## config.mk

```make
export PLATFORM = sky130hd
export DESIGN_NAME = pc_hazard_sequencer_flat
export DESIGN_NICKNAME = d
export VERILOG_FILES = /design/src/rtl/pc_ctrl_pkg.sv /design/src/rtl/pc_hazard_sequencer_if.sv /design/src/rtl/pc_hazard_sequencer_sat_counter.sv /design/src/rtl/pc_hazard_sequencer.sv /design/src/flat_wrapper.sv
export SDC_FILE = /design/constraint.sdc
export NUM_CORES = 1
export LEC_CHECK = 0
export BUFFER_PORTS_ARGS = -buffer_cell sky130_fd_sc_hd__buf_2
export CAP_MARGIN = 20
export CORE_ASPECT_RATIO = 0.5
export CORE_MARGIN = 8
export CORE_UTILIZATION = 38
export CTS_CLUSTER_SIZE = 40
export DETAILED_ROUTE_END_ITERATION = 7
export PLACE_DENSITY = 0.81
export SKIP_LAST_GASP = 1
export SLEW_MARGIN = 15
export SYNTH_ARGS = -nofsm -noshare
export SYNTH_HDL_FRONTEND = slang
export SYNTH_SLANG_ARGS = --single-unit
```

## constraint.sdc

```tcl
create_clock -name Clk -period 1.9 [get_ports Clk]
set_clock_uncertainty 0.1 [all_clocks]
set_input_delay 0.38 -clock Clk [delete_from_list [all_inputs] [get_ports Clk]]
set_output_delay 0.38 -clock Clk [all_outputs]
set_load 0.02 [all_outputs]
```

## src/rtl/pc_ctrl_pkg.sv

```systemverilog
// Shared types and defaults for the fetch-stage PC hazard sequencer.
package pc_ctrl_pkg;

    localparam int unsigned ADDR_W       = 32;
    localparam int unsigned CNT_W_DEF    = 16;
    localparam int unsigned HOLD_MAX_DEF = 64;

    typedef enum logic [1:0] {
        RUN      = 2'd0,
        LU_STALL = 2'd1,
        HOLD     = 2'd2
    } state_e;

    typedef enum logic [1:0] {
        SEL_SEQ = 2'd0,
        SEL_BR  = 2'd1,
        SEL_J   = 2'd2,
        SEL_JR  = 2'd3
    } pc_sel_e;

    // Instruction fetch addresses are always word aligned.
    function automatic logic [ADDR_W-1:0] word_align(input logic [ADDR_W-1:0] addr);
        return {addr[ADDR_W-1:2], 2'b00};
    endfunction

endpackage

```

## src/rtl/pc_hazard_sequencer_if.sv

```systemverilog
// Request/control bundle between the ID-stage hazard logic and the fetch controller.
interface pc_hazard_sequencer_if #(
    parameter int unsigned CNT_W = pc_ctrl_pkg::CNT_W_DEF
);
    import pc_ctrl_pkg::*;

    logic [ADDR_W-1:0] PCPlus4;
    logic              BranchTaken;
    logic [ADDR_W-1:0] BranchTarget;
    logic              Jump;
    logic [ADDR_W-1:0] JumpTarget;
    logic              JumpReg;
    logic [ADDR_W-1:0] RegTarget;
    logic              LoadUse;
    logic              ExtStall;

    logic [ADDR_W-1:0] NextPC;
    logic              PCoff;
    logic              IFIDWrite;
    logic              IFIDFlush;
    logic              IDEXFlush;
    logic              StallTimeout;
    logic [CNT_W-1:0]  StallCount;
    logic [CNT_W-1:0]  FlushCount;

    modport slave (
        input  PCPlus4, BranchTaken, BranchTarget, Jump, JumpTarget,
               JumpReg, RegTarget, LoadUse, ExtStall,
        output NextPC, PCoff, IFIDWrite, IFIDFlush, IDEXFlush,
               StallTimeout, StallCount, FlushCount
    );

    modport master (
        output PCPlus4, BranchTaken, BranchTarget, Jump, JumpTarget,
               JumpReg, RegTarget, LoadUse, ExtStall,
        input  NextPC, PCoff, IFIDWrite, IFIDFlush, IDEXFlush,
               StallTimeout, StallCount, FlushCount
    );

endinterface

```

## src/rtl/pc_hazard_sequencer_sat_counter.sv

```systemverilog
// Saturating up-counter used for the stall and flush performance counters.
module sat_counter #(
    parameter int unsigned W = 16
) (
    input  logic         Clk,
    input  logic         Reset,
    input  logic         Inc,
    output logic [W-1:0] Count
);

    logic [W-1:0] r_count;

    always_ff @(posedge Clk) begin
        if (Reset) begin
            r_count <= '0;
        end else if (Inc && (r_count != {W{1'b1}})) begin
            r_count <= r_count + W'(1);
        end
    end

    assign Count = r_count;

endmodule

```

## src/rtl/pc_hazard_sequencer.sv

```systemverilog
// Fetch-stage controller: next-PC select, PC hold, IF/ID enable and flushes,
// load-use / external stall sequencing, stall timeout and perf counters.
module pc_hazard_sequencer
    import pc_ctrl_pkg::*;
#(
    parameter int unsigned CNT_W    = CNT_W_DEF,
    parameter int unsigned HOLD_MAX = HOLD_MAX_DEF
) (
    input  logic                  Clk,
    input  logic                  Reset,
    pc_hazard_sequencer_if.slave  bus
);

    localparam int unsigned HOLD_W = $clog2(HOLD_MAX + 1);

    state_e              r_state;
    state_e              w_state_nxt;
    logic [HOLD_W-1:0]   r_hold;
    logic [HOLD_W-1:0]   w_hold_nxt;
    logic                r_timeout;

    pc_sel_e             w_sel;
    logic [ADDR_W-1:0]   w_next_pc;
    logic                w_pcoff;
    logic                w_ifid_write;
    logic                w_ifid_flush;
    logic                w_idex_flush;
    logic                w_stall_inc;
    logic                w_flush_inc;
    logic [CNT_W-1:0]    w_stall_count;
    logic [CNT_W-1:0]    w_flush_count;

    // State register.
    always_ff @(posedge Clk) begin
        if (Reset) begin
            r_state <= RUN;
        end else begin
            r_state <= w_state_nxt;
        end
    end

    // Request arbitration; while Reset is high the front end shows plain sequential fetch.
    always_comb begin
        w_state_nxt  = RUN;
        w_sel        = SEL_SEQ;
        w_pcoff      = 1'b0;
        w_ifid_write = 1'b1;
        w_ifid_flush = 1'b0;
        w_idex_flush = 1'b0;
        w_stall_inc  = 1'b0;
        w_flush_inc  = 1'b0;

        if (!Reset) begin
            if (bus.ExtStall) begin
                w_state_nxt  = HOLD;
                w_pcoff      = 1'b1;
                w_ifid_write = 1'b0;
                w_stall_inc  = 1'b1;
            end else if (bus.LoadUse && (r_state != LU_STALL)) begin
                // ID operands are not ready, so any redirect now would use stale values.
                w_state_nxt  = LU_STALL;
                w_pcoff      = 1'b1;
                w_ifid_write = 1'b0;
                w_idex_flush = 1'b1;
                w_stall_inc  = 1'b1;
            end else begin
                if (bus.JumpReg) begin
                    w_sel = SEL_JR;
                end else if (bus.Jump) begin
                    w_sel = SEL_J;
                end else if (bus.BranchTaken) begin
                    w_sel = SEL_BR;
                end
                if (w_sel != SEL_SEQ) begin
                    w_ifid_flush = 1'b1;
                    w_flush_inc  = 1'b1;
                end
            end
        end

        unique case (w_sel)
            SEL_JR:  w_next_pc = word_align(bus.RegTarget);
            SEL_J:   w_next_pc = word_align(bus.JumpTarget);
            SEL_BR:  w_next_pc = word_align(bus.BranchTarget);
            default: w_next_pc = word_align(bus.PCPlus4);
        endcase
    end

    // Consecutive external-stall cycle count, saturating at HOLD_MAX.
    always_comb begin
        w_hold_nxt = '0;
        if (bus.ExtStall) begin
            w_hold_nxt = (r_hold == HOLD_W'(HOLD_MAX)) ? r_hold : (r_hold + HOLD_W'(1));
        end
    end

    always_ff @(posedge Clk) begin
        if (Reset) begin
            r_hold    <= '0;
            r_timeout <= 1'b0;
        end else begin
            r_hold <= w_hold_nxt;
            if (bus.ExtStall && (w_hold_nxt == HOLD_W'(HOLD_MAX))) begin
                r_timeout <= 1'b1;
            end
        end
    end

    sat_counter #(.W(CNT_W)) u_stall_cnt (
        .Clk   (Clk),
        .Reset (Reset),
        .Inc   (w_stall_inc),
        .Count (w_stall_count)
    );

    sat_counter #(.W(CNT_W)) u_flush_cnt (
        .Clk   (Clk),
        .Reset (Reset),
        .Inc   (w_flush_inc),
        .Count (w_flush_count)
    );

    assign bus.NextPC       = w_next_pc;
    assign bus.PCoff        = w_pcoff;
    assign bus.IFIDWrite    = w_ifid_write;
    assign bus.IFIDFlush    = w_ifid_flush;
    assign bus.IDEXFlush    = w_idex_flush;
    assign bus.StallTimeout = r_timeout;
    assign bus.StallCount   = w_stall_count;
    assign bus.FlushCount   = w_flush_count;

endmodule

```

## src/flat_wrapper.sv

```systemverilog
// flat-port wrapper written by rule: the top's interface ports become plain ports
module pc_hazard_sequencer_flat import pc_ctrl_pkg::*;
#(
    parameter int unsigned CNT_W    = CNT_W_DEF,
    parameter int unsigned HOLD_MAX = HOLD_MAX_DEF
)
  (Clk, Reset, bus_PCPlus4, bus_BranchTaken, bus_BranchTarget, bus_Jump, bus_JumpTarget, bus_JumpReg, bus_RegTarget, bus_LoadUse, bus_ExtStall, bus_NextPC, bus_PCoff, bus_IFIDWrite, bus_IFIDFlush, bus_IDEXFlush, bus_StallTimeout, bus_StallCount, bus_FlushCount);
  pc_hazard_sequencer_if #(.CNT_W(CNT_W)) bus_i ();
  input  logic Clk;
  input  logic Reset;
  input wire logic [$bits(bus_i.PCPlus4)-1:0] bus_PCPlus4;
  input wire logic [$bits(bus_i.BranchTaken)-1:0] bus_BranchTaken;
  input wire logic [$bits(bus_i.BranchTarget)-1:0] bus_BranchTarget;
  input wire logic [$bits(bus_i.Jump)-1:0] bus_Jump;
  input wire logic [$bits(bus_i.JumpTarget)-1:0] bus_JumpTarget;
  input wire logic [$bits(bus_i.JumpReg)-1:0] bus_JumpReg;
  input wire logic [$bits(bus_i.RegTarget)-1:0] bus_RegTarget;
  input wire logic [$bits(bus_i.LoadUse)-1:0] bus_LoadUse;
  input wire logic [$bits(bus_i.ExtStall)-1:0] bus_ExtStall;
  output wire logic [$bits(bus_i.NextPC)-1:0] bus_NextPC;
  output wire logic [$bits(bus_i.PCoff)-1:0] bus_PCoff;
  output wire logic [$bits(bus_i.IFIDWrite)-1:0] bus_IFIDWrite;
  output wire logic [$bits(bus_i.IFIDFlush)-1:0] bus_IFIDFlush;
  output wire logic [$bits(bus_i.IDEXFlush)-1:0] bus_IDEXFlush;
  output wire logic [$bits(bus_i.StallTimeout)-1:0] bus_StallTimeout;
  output wire logic [$bits(bus_i.StallCount)-1:0] bus_StallCount;
  output wire logic [$bits(bus_i.FlushCount)-1:0] bus_FlushCount;
  assign bus_i.PCPlus4 = bus_PCPlus4;
  assign bus_i.BranchTaken = bus_BranchTaken;
  assign bus_i.BranchTarget = bus_BranchTarget;
  assign bus_i.Jump = bus_Jump;
  assign bus_i.JumpTarget = bus_JumpTarget;
  assign bus_i.JumpReg = bus_JumpReg;
  assign bus_i.RegTarget = bus_RegTarget;
  assign bus_i.LoadUse = bus_LoadUse;
  assign bus_i.ExtStall = bus_ExtStall;
  assign bus_NextPC = bus_i.NextPC;
  assign bus_PCoff = bus_i.PCoff;
  assign bus_IFIDWrite = bus_i.IFIDWrite;
  assign bus_IFIDFlush = bus_i.IFIDFlush;
  assign bus_IDEXFlush = bus_i.IDEXFlush;
  assign bus_StallTimeout = bus_i.StallTimeout;
  assign bus_StallCount = bus_i.StallCount;
  assign bus_FlushCount = bus_i.FlushCount;
  pc_hazard_sequencer #(.CNT_W(CNT_W), .HOLD_MAX(HOLD_MAX)) u_core (.Clk(Clk), .Reset(Reset), .bus(bus_i));
endmodule
```

==> out/metrics.yaml <==
status:
  outcome: "finished with violations"
  violations: "negative setup slack"
final_layout:
  areaGrowthSynthToFinish_pct: 76.1
  layout-drive-gt1-share_pct: 51.7
  fin_nets: 751
  antenna_cells: 0
  fin_util_pct: 69.3
  n_fill_cell: 584
  fin_cells: 709
global_route:
  antenna_found_initial: 0
  grt_max_degree: 61
  grt.overflow.total: 0
  grt_pass1_vias: 3747
  grt_usage_pct: 19.5
  grt_pass1_wl_microns: 18100
die:
  initial_core_util_pct: 39.4
  fp.dieH_microns: 77.8
  rows: 22
  io-pin-count: 204
  die-width_microns: 140
  core_area_sq_um: 7380
  die_area_sq_um: 10900
timing:
  rsz0062_at_grt: "true"
  drv_slew: 0
  worst_slack_ns: -0.188
  min_period_ns: 2.09
  setup_viol_count_final: 32
  finalCritPeriodShare_pct: 110
  tightestPinTransition_ns: 0.554
  clock.fmax_mhz: 479
  hold_viol_final: 0
  slew-limit-headroom_pct: 62.8
logic_synthesis:
  ys_seq_area_share_pct: 29.0
  syn_area_per_cell_sq_um: 7.47
  ys_types: 43
  yosys-top-cells-area: "dfxtp_1, o22a_1, xnor2_1, o22ai_1, o21ai_0"
  ys_ff_latch: 42
  synth_largest_area_cell: "dfxtp_1"
  yosys_warnings: 0
  synth_cells: 389
  synthesis.area_sq_um: 2900
  synth_top_area_share_pct: 29.0
worst_setup_path:
  timing.rr.end: "u_core.u_flush_cnt.Count[12]"
  path_class: "flip-flop to primary output"
  worstPathRequired_ns: 1.42
  crit_path_start_kind: "flip-flop"
  r2r_setup_slack_ns: -0.04
  critPathArrivalTime_ns: 1.61
  reg2reg_from: "u_core.r_state[1]"
  critPathMaxFanout: 8
  end_kind: "primary output"
  r2r_cells: 9
clock_network:
  cts_root_buffer: "clkbuf_16"
  cts_hold_buf: 0
  numClockSinks: 42
  cts_made_buffers: 5
  path_clk_slew_ns: 0.05
  cts_tree: "done"
  clk_path_buf_depth: 2
  clock_latency_ns: 0.28
  htreeDepth: 2
detailed_routing:
  first_iter_violations: 174
  via_count: 3748
  first_pass_iters: 4
  vias_per_cell: 5.29
  ant_nets: 0
  routedWlPerCell_microns: 16.3
  drc: 0
  routed_wl_microns: 11600
power:
  p_clk_share_pct: 32.7
  power_switching_uw: 707
  p_sw_share_pct: 28.2
  pwr-share-comb_pct: 31.3
  power_density_nw_per_um2: 490
  p_seq_share_pct: 36.0
  peakVddDrop_v: 0.000412
  leakage_uw: 0.00222
  p_int_uw: 1800
place:
  gp_congestion: 0.819
  place_ws_ns: -0.271
  hpwlAfterDp_microns: 8660
  placed_cells: 694
  numPortBuffers: 193
min_path:
  min_path_type: "input port to flip-flop"
  min_path_cells: 4
  hold_start: "Reset"
  hold_end: "u_core.r_state[0]"
flow_run:
  max_cap_viol_count: 0
## kinds of logic (layout without fill, tap and decap cells)
family	Yosys count	count (layout)	synth area share, %
AO/OA/AOI/OAI	108	108	24.8
multiplexers	4	4	1.38
buffers and inverters	40	263	5.95
flip-flops	42	42	29.0
adder cells (fa/ha/maj)	4	4	1.72
AND/OR/NAND/NOR	159	159	27.7
other	1	2	0.129
XOR/XNOR	31	31	9.35
## flip-flops by register name (all words and copies together) (netlist names)
signal	count
u_core.u_flush_cnt.Count	16
u_core.u_stall_cnt.Count	16
u_core.r_hold	7
u_core.r_state	2
u_core.bus.StallTimeout	1
## what timing repair did
item,CTS,global route
buffers inserted,4,4
cloned,1,1
resized for setup,37,57
endpoints found under the setup margin,35,43
pin swaps,2,7
## power by group through the flow
stage / Combinational, uW / Clock (uW) / Sequential (uW)
floorplan: 399 / 0 / 926
global placement: 653 / 0 / 917
detailed placement: 668 / 0 / 917
CTS: 723 / 830 / 898
global route: 837 / 877 / 902
finish: 785 / 820 / 901
## worst max-delay path: stages (launching register included)
cell and delay (ns):
dfxtp_2 0.32, nand2b_4 0.14, a211o_1 0.34, clkinv_4 0.12, clkbuf_16 0.17, o22a_4 0.14, buf_6 0.11
## layout by cell type, fill, tap and decap left out, types with 3 or more instances in the layout
master,instances
a21oi_1,4
buf_12,4
buf_2,160
buf_4,42
buf_6,38
clkbuf_16,6
dfxtp_1,33
dfxtp_2,9
ha_1,3
inv_1,7
mux2i_1,4
nand2_1,43
nand2b_1,3
nand3_1,15
nand4_1,10
nor2_1,39
nor3_1,13
nor4_1,5
nor4_2,3
nor4b_2,5
o21ai_0,34
o22a_4,28
o22ai_1,28
xnor2_1,26
xor2_1,5
## routing by layer
| metal | up-vias | GRT usage, % | share of wire (%) |
|---|---|---|---|
| li1 | 1874 | - | - |
| met1 | 1729 | 21.8 | 41 |
| met2 | 127 | 36.9 | 52 |
| met3 | 18 | 4.21 | 5.6 |
| met4 | 0 | 5.91 | 1.6 |
| met5 | - | 0 | 0 |
## how the worst max path moves through the flow
stage	from	end	slack [ns]	cells after the start
CTS	u_core.r_state[1]	bus_NextPC[29]	-0.21	6
finish	u_core.r_state[1]	bus_NextPC[9]	-0.19	6
global route	u_core.r_state[1]	bus_NextPC[26]	-0.23	6
detailed placement	Reset	u_core.u_stall_cnt.Count[13]	-0.27	6
global placement	Reset	u_core.u_stall_cnt.Count[11]	-0.22	6
floorplan	Reset	u_core.u_stall_cnt.Count[13]	-0.11	7
## per-stage QoR
stage | cell area (sq um) | TNS [ns] | hold slack [ns] | total power, uW
finish | 5110 | -5.08 | 0.404 | 2510
global route | 5110 | -6.77 | 0.426 | 2620
CTS | 4870 | -5.14 | 0.396 | 2450
detailed placement | 4550 | -7.73 | 0.405 | 1590
global placement | 4550 | -7.00 | 0.398 | 1570
floorplan | 3270 | -0.822 | 0.384 | 1330
## cells in the mapped netlist, drive strengths merged
library cell,number
a211o,1
a211oi,1
a21oi,5
a31oi,1
a41oi,1
and2,2
and3,2
and4,2
buf,5
clkbuf,25
clkinv,1
conb,1
dfxtp,42
dlygate4sd1,1
ha,4
inv,8
mux2i,4
nand2,43
nand2b,5
nand3,16
nand4,11
nor2,39
nor3,14
nor3b,2
nor4,10
nor4b,6
o21ai,36
o21ba,1
o22a,30
o22ai,30
o31ai,1
o32ai,1
or2,1
or3,3
or4,2
or4b,1
xnor2,26
xor2,5
## final cells by class
class                           count  area [sq um]  area share (%)
Clock buffer                        6           129            2.52
Clock inverter                      2          13.8           0.269
Inverter                            9          38.8           0.759
Multi-Input combinational cell    308          2280            44.7
Sequential cell                    42           852            16.7
Tap cell                           96           120            2.35
Timing Repair Buffer              246          1680            32.8
Note: power is estimated with default switching activity, not from simulation.
